$ cat config.mk
export PLATFORM = sky130hd
export DESIGN_NAME = reg_view_debugger
export DESIGN_NICKNAME = d
export VERILOG_FILES = /design/src/rtl/reg_view_debugger.sv
export SDC_FILE = /design/constraint.sdc
export NUM_CORES = 1
export LEC_CHECK = 0
export ABC_AREA = 1
export CAP_MARGIN = 20
export CELL_PAD_IN_SITES_DETAIL_PLACEMENT = 1
export CELL_PAD_IN_SITES_GLOBAL_PLACEMENT = 2
export CORE_MARGIN = 5
export CORE_UTILIZATION = 25
export DETAILED_ROUTE_END_ITERATION = 6
export PLACE_DENSITY = 0.83
export SYNTH_ARGS = -nofsm -noshare
export SYNTH_HDL_FRONTEND = slang
export SYNTH_SLANG_ARGS = --single-unit
$ cat constraint.sdc
create_clock -name clock -period 2.1 [get_ports clock]
set_clock_uncertainty 0.2 [all_clocks]
set_input_delay 0.42 -clock clock [delete_from_list [all_inputs] [get_ports clock]]
set_output_delay 0.42 -clock clock [all_outputs]
set_load 0.02 [all_outputs]
$ cat src/rtl/reg_view_debugger.sv
// Front-panel debug unit: debounced buttons select a register window, one regfile read port is time-shared for two views plus PC.
// Latency: raw press to selection change 2+DEBOUNCE_CYC cycles; new selection reaches both views within 2 further cycles.
// Optional halt/single-step control is enabled by defining DBG_STEP_EN; without it cpu_run is tied high and btn3 clears sel.
module reg_view_debugger #(
  parameter int DATA_WIDTH   = 32,
  parameter int NUM_REGS     = 32,
  parameter int PC_WIDTH     = 12,
  parameter int DEBOUNCE_CYC = 16,
  parameter int NUM_BTN      = 4,
  localparam int SELW        = $clog2(NUM_REGS)
) (
  input  logic                  clock,
  input  logic                  reset,
  input  logic [NUM_BTN-1:0]    btn_raw,
  input  logic [PC_WIDTH-1:0]   pc,
  output logic [SELW-1:0]       dbg_raddr,
  input  logic [DATA_WIDTH-1:0] dbg_rdata,
  output logic [DATA_WIDTH-1:0] view_a,
  output logic [DATA_WIDTH-1:0] view_b,
  output logic [PC_WIDTH-1:0]   view_pc,
  output logic [SELW-1:0]       view_sel,
  output logic                  frozen,
  output logic                  cpu_run
);

  localparam int CNTW = (DEBOUNCE_CYC > 1) ? $clog2(DEBOUNCE_CYC) : 1;
  localparam logic [CNTW-1:0] CNT_LAST = CNTW'(DEBOUNCE_CYC - 1);
  localparam logic [SELW-1:0] SEL_LAST = SELW'(NUM_REGS - 1);

  // Button input path state
  logic [NUM_BTN-1:0] sync1_q, sync2_q;
  logic [NUM_BTN-1:0] acc_q, acc_d;
  logic [CNTW-1:0]    cnt_q [NUM_BTN];
  logic [CNTW-1:0]    cnt_d [NUM_BTN];
  logic [3:0]         btn_p;

  // Selection / view state
  logic [SELW-1:0]       sel_q, sel_d, sel_inc, sel_dec;
  logic                  phase_q;
  logic                  frozen_q, frozen_d;
  logic [DATA_WIDTH-1:0] view_a_q, view_b_q;
  logic [PC_WIDTH-1:0]   view_pc_q;
  logic                  freeze_tgl;
  logic                  sel_clr;

  // Debounce next-state: a level is accepted only after DEBOUNCE_CYC disagreeing cycles in a row
  always_comb begin
    acc_d = acc_q;
    for (int i = 0; i < NUM_BTN; i++) begin
      cnt_d[i] = '0;
      if (sync2_q[i] != acc_q[i]) begin
        if (cnt_q[i] == CNT_LAST) begin
          acc_d[i] = sync2_q[i];
        end else begin
          cnt_d[i] = cnt_q[i] + CNTW'(1);
        end
      end
    end
  end

  // Pulse fires in the cycle whose edge flips the accepted level 0->1
  assign btn_p = acc_d[3:0] & ~acc_q[3:0];

  // Synchroniser and debouncer registers for every button
  always_ff @(posedge clock) begin
    if (reset) begin
      sync1_q <= '0;
      sync2_q <= '0;
      acc_q   <= '0;
      for (int i = 0; i < NUM_BTN; i++) cnt_q[i] <= '0;
    end else begin
      sync1_q <= btn_raw;
      sync2_q <= sync1_q;
      acc_q   <= acc_d;
      for (int i = 0; i < NUM_BTN; i++) cnt_q[i] <= cnt_d[i];
    end
  end

`ifdef DBG_STEP_EN
  logic halted_q, step_q;

  // Halt toggles on btn3; btn2 while halted issues a one-clock run strobe
  always_ff @(posedge clock) begin
    if (reset) begin
      halted_q <= 1'b0;
      step_q   <= 1'b0;
    end else begin
      halted_q <= halted_q ^ btn_p[3];
      step_q   <= btn_p[2] & halted_q;
    end
  end

  assign freeze_tgl = btn_p[2] & ~halted_q;
  assign sel_clr    = 1'b0;
  assign cpu_run    = ~halted_q | step_q;
`else
  assign freeze_tgl = btn_p[2];
  assign sel_clr    = btn_p[3];
  assign cpu_run    = 1'b1;
`endif

  assign sel_inc = (sel_q == SEL_LAST) ? '0 : sel_q + SELW'(1);
  assign sel_dec = (sel_q == '0) ? SEL_LAST : sel_q - SELW'(1);

  // Selection next-state: clear wins, opposing up/down presses cancel
  always_comb begin
    sel_d = sel_q;
    if (sel_clr) begin
      sel_d = '0;
    end else if (btn_p[0] && !btn_p[1]) begin
      sel_d = sel_inc;
    end else if (btn_p[1] && !btn_p[0]) begin
      sel_d = sel_dec;
    end
  end

  assign frozen_d = frozen_q ^ freeze_tgl;

  // Even phase reads sel into view_a, odd phase reads sel+1 into view_b
  assign dbg_raddr = phase_q ? sel_inc : sel_q;

  // View capture uses the pre-edge frozen value so the freezing edge still captures
  always_ff @(posedge clock) begin
    if (reset) begin
      sel_q     <= '0;
      phase_q   <= 1'b0;
      frozen_q  <= 1'b0;
      view_a_q  <= '0;
      view_b_q  <= '0;
      view_pc_q <= '0;
    end else begin
      sel_q    <= sel_d;
      phase_q  <= ~phase_q;
      frozen_q <= frozen_d;
      if (!frozen_q) begin
        view_pc_q <= pc;
        if (!phase_q) view_a_q <= dbg_rdata;
        else          view_b_q <= dbg_rdata;
      end
    end
  end

  assign view_a   = view_a_q;
  assign view_b   = view_b_q;
  assign view_pc  = view_pc_q;
  assign view_sel = sel_q;
  assign frozen   = frozen_q;

endmodule

=== Yosys cells after proc, flatten, opt, wreduce, memory -nomap -nowiden ===
Memories as Yosys holds them, arrays and structs flattened.
Cells that the tools add are included.
Widths: inputs -> output; s select.

* Bits in registers: 95
* Bits in writable memories: 16
* Input bits: 50
* Output and inout port bits: 88
* Logic and storage cells: 71
* Memories kept: 1

* Add/subtract/negate cells: 6
* Equality and inequality tests: 9
* Muxes and demuxes: 28
* Bitwise logic cells: 9
* Reduce and logical (&&, ||, !) cells: 9

{| class="wikitable"
|+ Memories
! memory !! words !! bits a word !! rd ports !! clocked after memory_dff !! write ports !! line !! text
|-
| cnt_q || 4 || 4 || 4 || 0 || 4 || 33 || <nowiki>logic [CNTW-1:0] cnt_q [NUM_BTN];</nowiki>
|}

{| class="wikitable"
|+ Operators by type and width
! cell !! number
|-
| $mux 4 || 12
|-
| $mux 5 || 5
|-
| $add 4x1->4 const B || 4
|-
| $eq 4x4->1 const B || 4
|-
| $mux 1 || 11
|-
| $add 5x1->5 const B || 1
|-
| $eq 5x5->1 const B || 1
|-
| $logic_not 5->1 || 1
|-
| $sub 5x1->5 const B || 1
|-
| $and 4x4->4 || 1
|-
| $ne 1x1->1 || 4
|-
| $not 4->4 || 1
|-
| $or 1x1->1 || 4
|-
| $reduce_and 2->1 || 2
|-
| $logic_and 1x1->1 || 2
|-
| $logic_not 1->1 || 2
|-
| $not 1->1 || 2
|-
| $reduce_bool 2->1 || 1
|-
| $reduce_or 2->1 || 1
|-
| $xor 1x1->1 || 1
|}

=== Depth between registers and ports, before layout ===
Gate-level depths: netlist (run 1).
An unclocked memory read counts as a cell.

* Word-level depth: 9
* Depth in mapped cells: 12
* Gate-level depth less buffers: 12

=== Least setup slack after synthesis (run 1) ===
Ideal clock, no wire load.

* Path type: register -> output
* Start point: register sel_q[0] (netlist: view_sel[0])
* End point: output dbg_raddr[2]
* Data arrival time: 1,648 ps
* Required time: 1,480 ps
* Setup slack: -168 ps
* Cell stages (with the launch flop): 8
* Buffers on the path: 0
* Cell sequence: dfxtp_1 -> ha_1 -> nand2_1 -> nor2_1 -> ha_1 -> a21oi_1 -> o21ai_0 -> o21ai_0

* Cells in the longest elaborated chain, start to end: 3
* Elaborated cells between the ends (all ways): 4
* Those cells by class: 1 x add/sub; 1 x eq/ne; 2 x mux

{| class="wikitable"
|+ RTL lines
! what !! line !! text
|-
| from (decl) || 38 || <nowiki>logic [SELW-1:0] sel_q, sel_d, sel_inc, sel_dec;</nowiki>
|-
| from (signal assigned) || 132 || <nowiki>sel_q <= sel_d;</nowiki>
|-
| $add 5x1->5 / $eq 5x5->1 (equally long branches) || 102 || <nowiki>assign sel_inc = (sel_q == SEL_LAST) ? '0 : sel_q + SELW'(1);</nowiki>
|-
| $mux 5 * || 102 ||
|-
| $mux 5 * || 120 || <nowiki>assign dbg_raddr = phase_q ? sel_inc : sel_q;</nowiki>
|-
| to (decl) || 16 || <nowiki>output logic [SELW-1:0] dbg_raddr,</nowiki>
|}

Mark *: on every way between the ends. The rest lies on a longest branch, timed or not.

=== Worst setup path after layout (run 1) ===
Same ends and word-level chain as after synthesis.

==> reports/metrics.json, run 1 <==
{
  "timing": {
    "timing.final.crit_share_pct": 106,
    "final_critical_path_setup_slack_ns": -0.127,
    "timing_worst_slew_pin_value_ns": 0.655,
    "rsz0062_at_grt": "true",
    "final_max_slew_viol_count": 0,
    "fmax_mhz": 449,
    "max-slew-margin-rel_pct": 56.3,
    "hold_viol_final": 0,
    "setup_viol_count_final": 5,
    "min_period_ns": 2.23
  },
  "worst_setup_path": {
    "crit_path_max_incr_delay_ns": 0.34,
    "critical-path-slowest-cell": "sky130_fd_sc_hd__dfxtp_2",
    "worst-endpoint-arrival_ns": 1.61,
    "cp-start-kind": "register",
    "timing.critical_path.required_ns": 1.48,
    "criticalPathCategory": "reg2out",
    "r2r_slack_ns": 0.17,
    "critical-path-top-cell-by-count": "sky130_fd_sc_hd__ha_4",
    "worstPathCellList": "ha_4, nand2_2, nor2_2, ha_4, a21oi_2, o21ai_2, o21ai_1, buf_4",
    "r2r_cells": 10,
    "crit_fanout": 3,
    "worstReg2RegEnd": "view_sel[4]",
    "crit_path_end_kind": "output port",
    "rr_startpoint": "cnt_q[0][1]"
  },
  "final_layout": {
    "leading_cell_type_in_the_layout_fill_and_taps_excluded": "sky130_fd_sc_hd__nor2_1",
    "mostFrequentLayoutCells": "181 x sky130_fd_sc_hd__nor2_1, 126 x sky130_fd_sc_hd__clkdlybuf4s50_1, 108 x sky130_fd_sc_hd__dfxtp_1, 75 x sky130_fd_sc_hd__o21ai_0, 31 x sky130_fd_sc_hd__nand2_1",
    "antenna-diode-count": 0,
    "num-nets-final": 736,
    "final_cell_count_no_fill": 903,
    "drive_gt1_share_pct": 10.2,
    "layout-area-overhead-vs-synth_pct": 46.6
  },
  "synthesis": {
    "synth_area_per_cell_sq_um": 7.91,
    "syn-cell-area_sq_um": 4230,
    "share_of_synthesized_area_occupied_by_flip_flops_and_latches_pct": 52.5,
    "yosys_warnings": 0,
    "postSynthRegisterBits": 111,
    "synth_cells": 535,
    "mappedNetlistNets": 593,
    "synth_cell_type_count": 28
  },
  "grt": {
    "initial_antenna_violation_count": 0,
    "first_global_vias": 4266,
    "pin_count_of_the_biggest_net_entering_global_routing": 42,
    "grt_usage_pct": 13.9,
    "grt_remaining_overflow": 0,
    "grt_first_pass_wirelength_microns": 22100
  },
  "floorplan": {
    "row_count": 47,
    "die_height_microns": 140,
    "io-pin-count": 138,
    "design.die.area_sq_um": 19600,
    "design.core.area_sq_um": 16600,
    "start_util_pct": 25.5,
    "dieWidth_microns": 140
  },
  "pwr": {
    "p_per_area_nw_per_um2": 755,
    "irDropWorstVdd_v": 0.000379,
    "finalPower_mw": 4.68,
    "leakage_nw": 2.61
  },
  "cts": {
    "tritoncts.num_buffers": 9,
    "clock_insertion_delay_worst_skew_ns": 0.34,
    "tritoncts": "yes",
    "clock_tree.root_cell": "sky130_fd_sc_hd__clkbuf_16",
    "cts_setup_buffers": 0,
    "clock_tree.buffer_depth": 2,
    "cts_htree_levels": 3,
    "cts_sinks": 111,
    "clk_pin_slew_ns": 0.07
  },
  "run_status": {
    "violations": "setup timing",
    "outcome": "complete, but fails checks"
  },
  "detailed_routing": {
    "iteration_count_of_the_initial_detailed_routing_pass": 4,
    "wl_per_cell_microns": 14.9,
    "drt_iter0_markers": 81,
    "finalWirelength_microns": 13500,
    "per_cell_via_count_in_the_routed_design": 4.39,
    "postRouteAntennaNets": 0,
    "drc": 0,
    "detailed_route_via_count": 3963
  },
  "worst_hold_path": {
    "hold_path_class": "reg2reg",
    "hold_path_startpoint": "sync1_q[1]",
    "whs_path_depth": 2,
    "whs_endpoint": "sync2_q[1]"
  },
  "placement": {
    "globalplace.congestion": 0.795,
    "cells_after_dpl": 887,
    "io_buffers": 136,
    "hpwlAfterDp_microns": 9850
  },
  "run": {
    "cap_viol_max_count": 0
  }
}
[final cells by class]
class                      count  area (sq um)
sequential                   111          2230
clock buffer                  14           274
tap                          220           275
multi-input combinational    363          1740
clock inverter                 2          13.8
timing repair buffer         159          1550
inverter                      34           133
fill                        1981         10400
[logic make-up (layout without fill, tap and decap cells)]
| group | count (synthesis) | in the layout | synth area share [%] |
|---|---|---|---|
| XOR/XNOR | 8 | 8 | 1.66 |
| other | 1 | 1 | 0.0886 |
| AO/OA/AOI/OAI | 100 | 100 | 12.1 |
| flip-flops | 111 | 111 | 52.5 |
| adder cells (fa/ha/maj) | 8 | 8 | 2.37 |
| buffers and inverters | 61 | 209 | 8.04 |
| AND/OR/NAND/NOR | 246 | 246 | 23.3 |
[critical path: cells and delay by family, from the launching register on]
family | cells | cell delay [ns]
compound gates | 3 | 0.32
buf+inv | 1 | 0.16
flops | 1 | 0.34
simple gates | 2 | 0.10
fa+ha+maj | 2 | 0.33
[state kept, by name, indices dropped and copies added, names as in the netlist]
signal,count
sync2_q,4
sync1_q,4
acc_q,4
view_b,32
cnt_q,16
view_sel,5
phase_q,1
frozen,1
view_pc,12
view_a,32
[worst max path at each step]
stage,startpoint,to,depth (start not counted)
finish,view_sel[0],dbg_raddr[2],8
floorplan,view_sel[0],dbg_raddr[2],7
global route,view_sel[0],dbg_raddr[2],8
CTS,view_sel[0],dbg_raddr[2],8
global placement,view_sel[0],dbg_raddr[2],8
detailed placement,view_sel[0],dbg_raddr[2],8
[power by group]
group	switching (mW)	internal (mW)	leakage, nW
combinational	0.390	0.344	1.55
clock	0.750	0.905	0.143
sequential	0.0677	2.23	0.917
[layer usage]
| layer | wire, microns | GRT usage [%] | vias to the layer above | part of all wire [%] |
|---|---|---|---|---|
| li1 | - | - | 1985 | - |
| met1 | 5600 | 15.6 | 1885 | 42 |
| met2 | 6790 | 24.7 | 80 | 50 |
| met3 | 852 | 4.67 | 13 | 6.3 |
| met4 | 217 | 4.95 | 0 | 1.6 |
| met5 | 0 | 0 | - | 0 |
[metrics by stage]
step	TNS (ns)	instance area [sq um]	hold slack [ns]	setup slack, ns	utilization (%)
after floorplan	-0.0199	4230	0.188	-0.0199	-
after global placement	-0.939	5860	0.193	-0.303	35.3
after detailed placement	-1.22	5860	0.200	-0.346	35.3
after CTS	-0.603	6150	0.212	-0.168	37.1
after global routing	-0.875	6200	0.222	-0.232	37.4
final	-0.379	6200	0.210	-0.127	37.4
[cells in the mapped netlist]
cell type	number	area, sq um
sky130_fd_sc_hd__nor2_1	185	694
sky130_fd_sc_hd__dfxtp_1	111	2220
sky130_fd_sc_hd__o21ai_0	78	390
sky130_fd_sc_hd__nand2_1	32	120
sky130_fd_sc_hd__inv_1	30	113
sky130_fd_sc_hd__nand3_1	13	65.1
sky130_fd_sc_hd__a21oi_1	11	55.1
sky130_fd_sc_hd__buf_6	11	124
sky130_fd_sc_hd__ha_1	8	100
sky130_fd_sc_hd__clkbuf_1	7	26.3
sky130_fd_sc_hd__o21ai_1	7	35.0
sky130_fd_sc_hd__xor2_1	6	52.6
sky130_fd_sc_hd__clkbuf_2	4	20.0
sky130_fd_sc_hd__nand4_1	4	25.0
sky130_fd_sc_hd__nor2_2	4	25.0
sky130_fd_sc_hd__nor3_1	4	20.0
sky130_fd_sc_hd__buf_2	3	15.0
sky130_fd_sc_hd__a211oi_1	2	15.0
sky130_fd_sc_hd__inv_2	2	7.51
sky130_fd_sc_hd__inv_4	2	12.5
sky130_fd_sc_hd__nor2_4	2	22.5
sky130_fd_sc_hd__o211ai_1	2	15.0
sky130_fd_sc_hd__xnor2_1	2	17.5
sky130_fd_sc_hd__buf_4	1	7.51
sky130_fd_sc_hd__buf_8	1	15.0
sky130_fd_sc_hd__conb_1	1	3.75
sky130_fd_sc_hd__nor4_1	1	6.26
sky130_fd_sc_hd__or2_2	1	6.26
[repair_timing]
action | in CTS | in global routing
hold buffers | 0 | 0
pin swaps | 3 | 2
setup endpoints to repair | 5 | 13
resized for setup | 36 | 16
(Power assumes the default switching activity.)
==> run 2: changes to the inputs <==
--- a/config.mk
+++ b/config.mk
@@ -6,7 +6,7 @@
 export NUM_CORES = 1
 export LEC_CHECK = 0
 export ABC_AREA = 1
-export CAP_MARGIN = 20
+export CAP_MARGIN = 0
 export CELL_PAD_IN_SITES_DETAIL_PLACEMENT = 1
 export CELL_PAD_IN_SITES_GLOBAL_PLACEMENT = 2
 export CORE_MARGIN = 5
==> results of run 2 <==
Same layout as run 1: the final DEF is identical, and so are final timing and power.
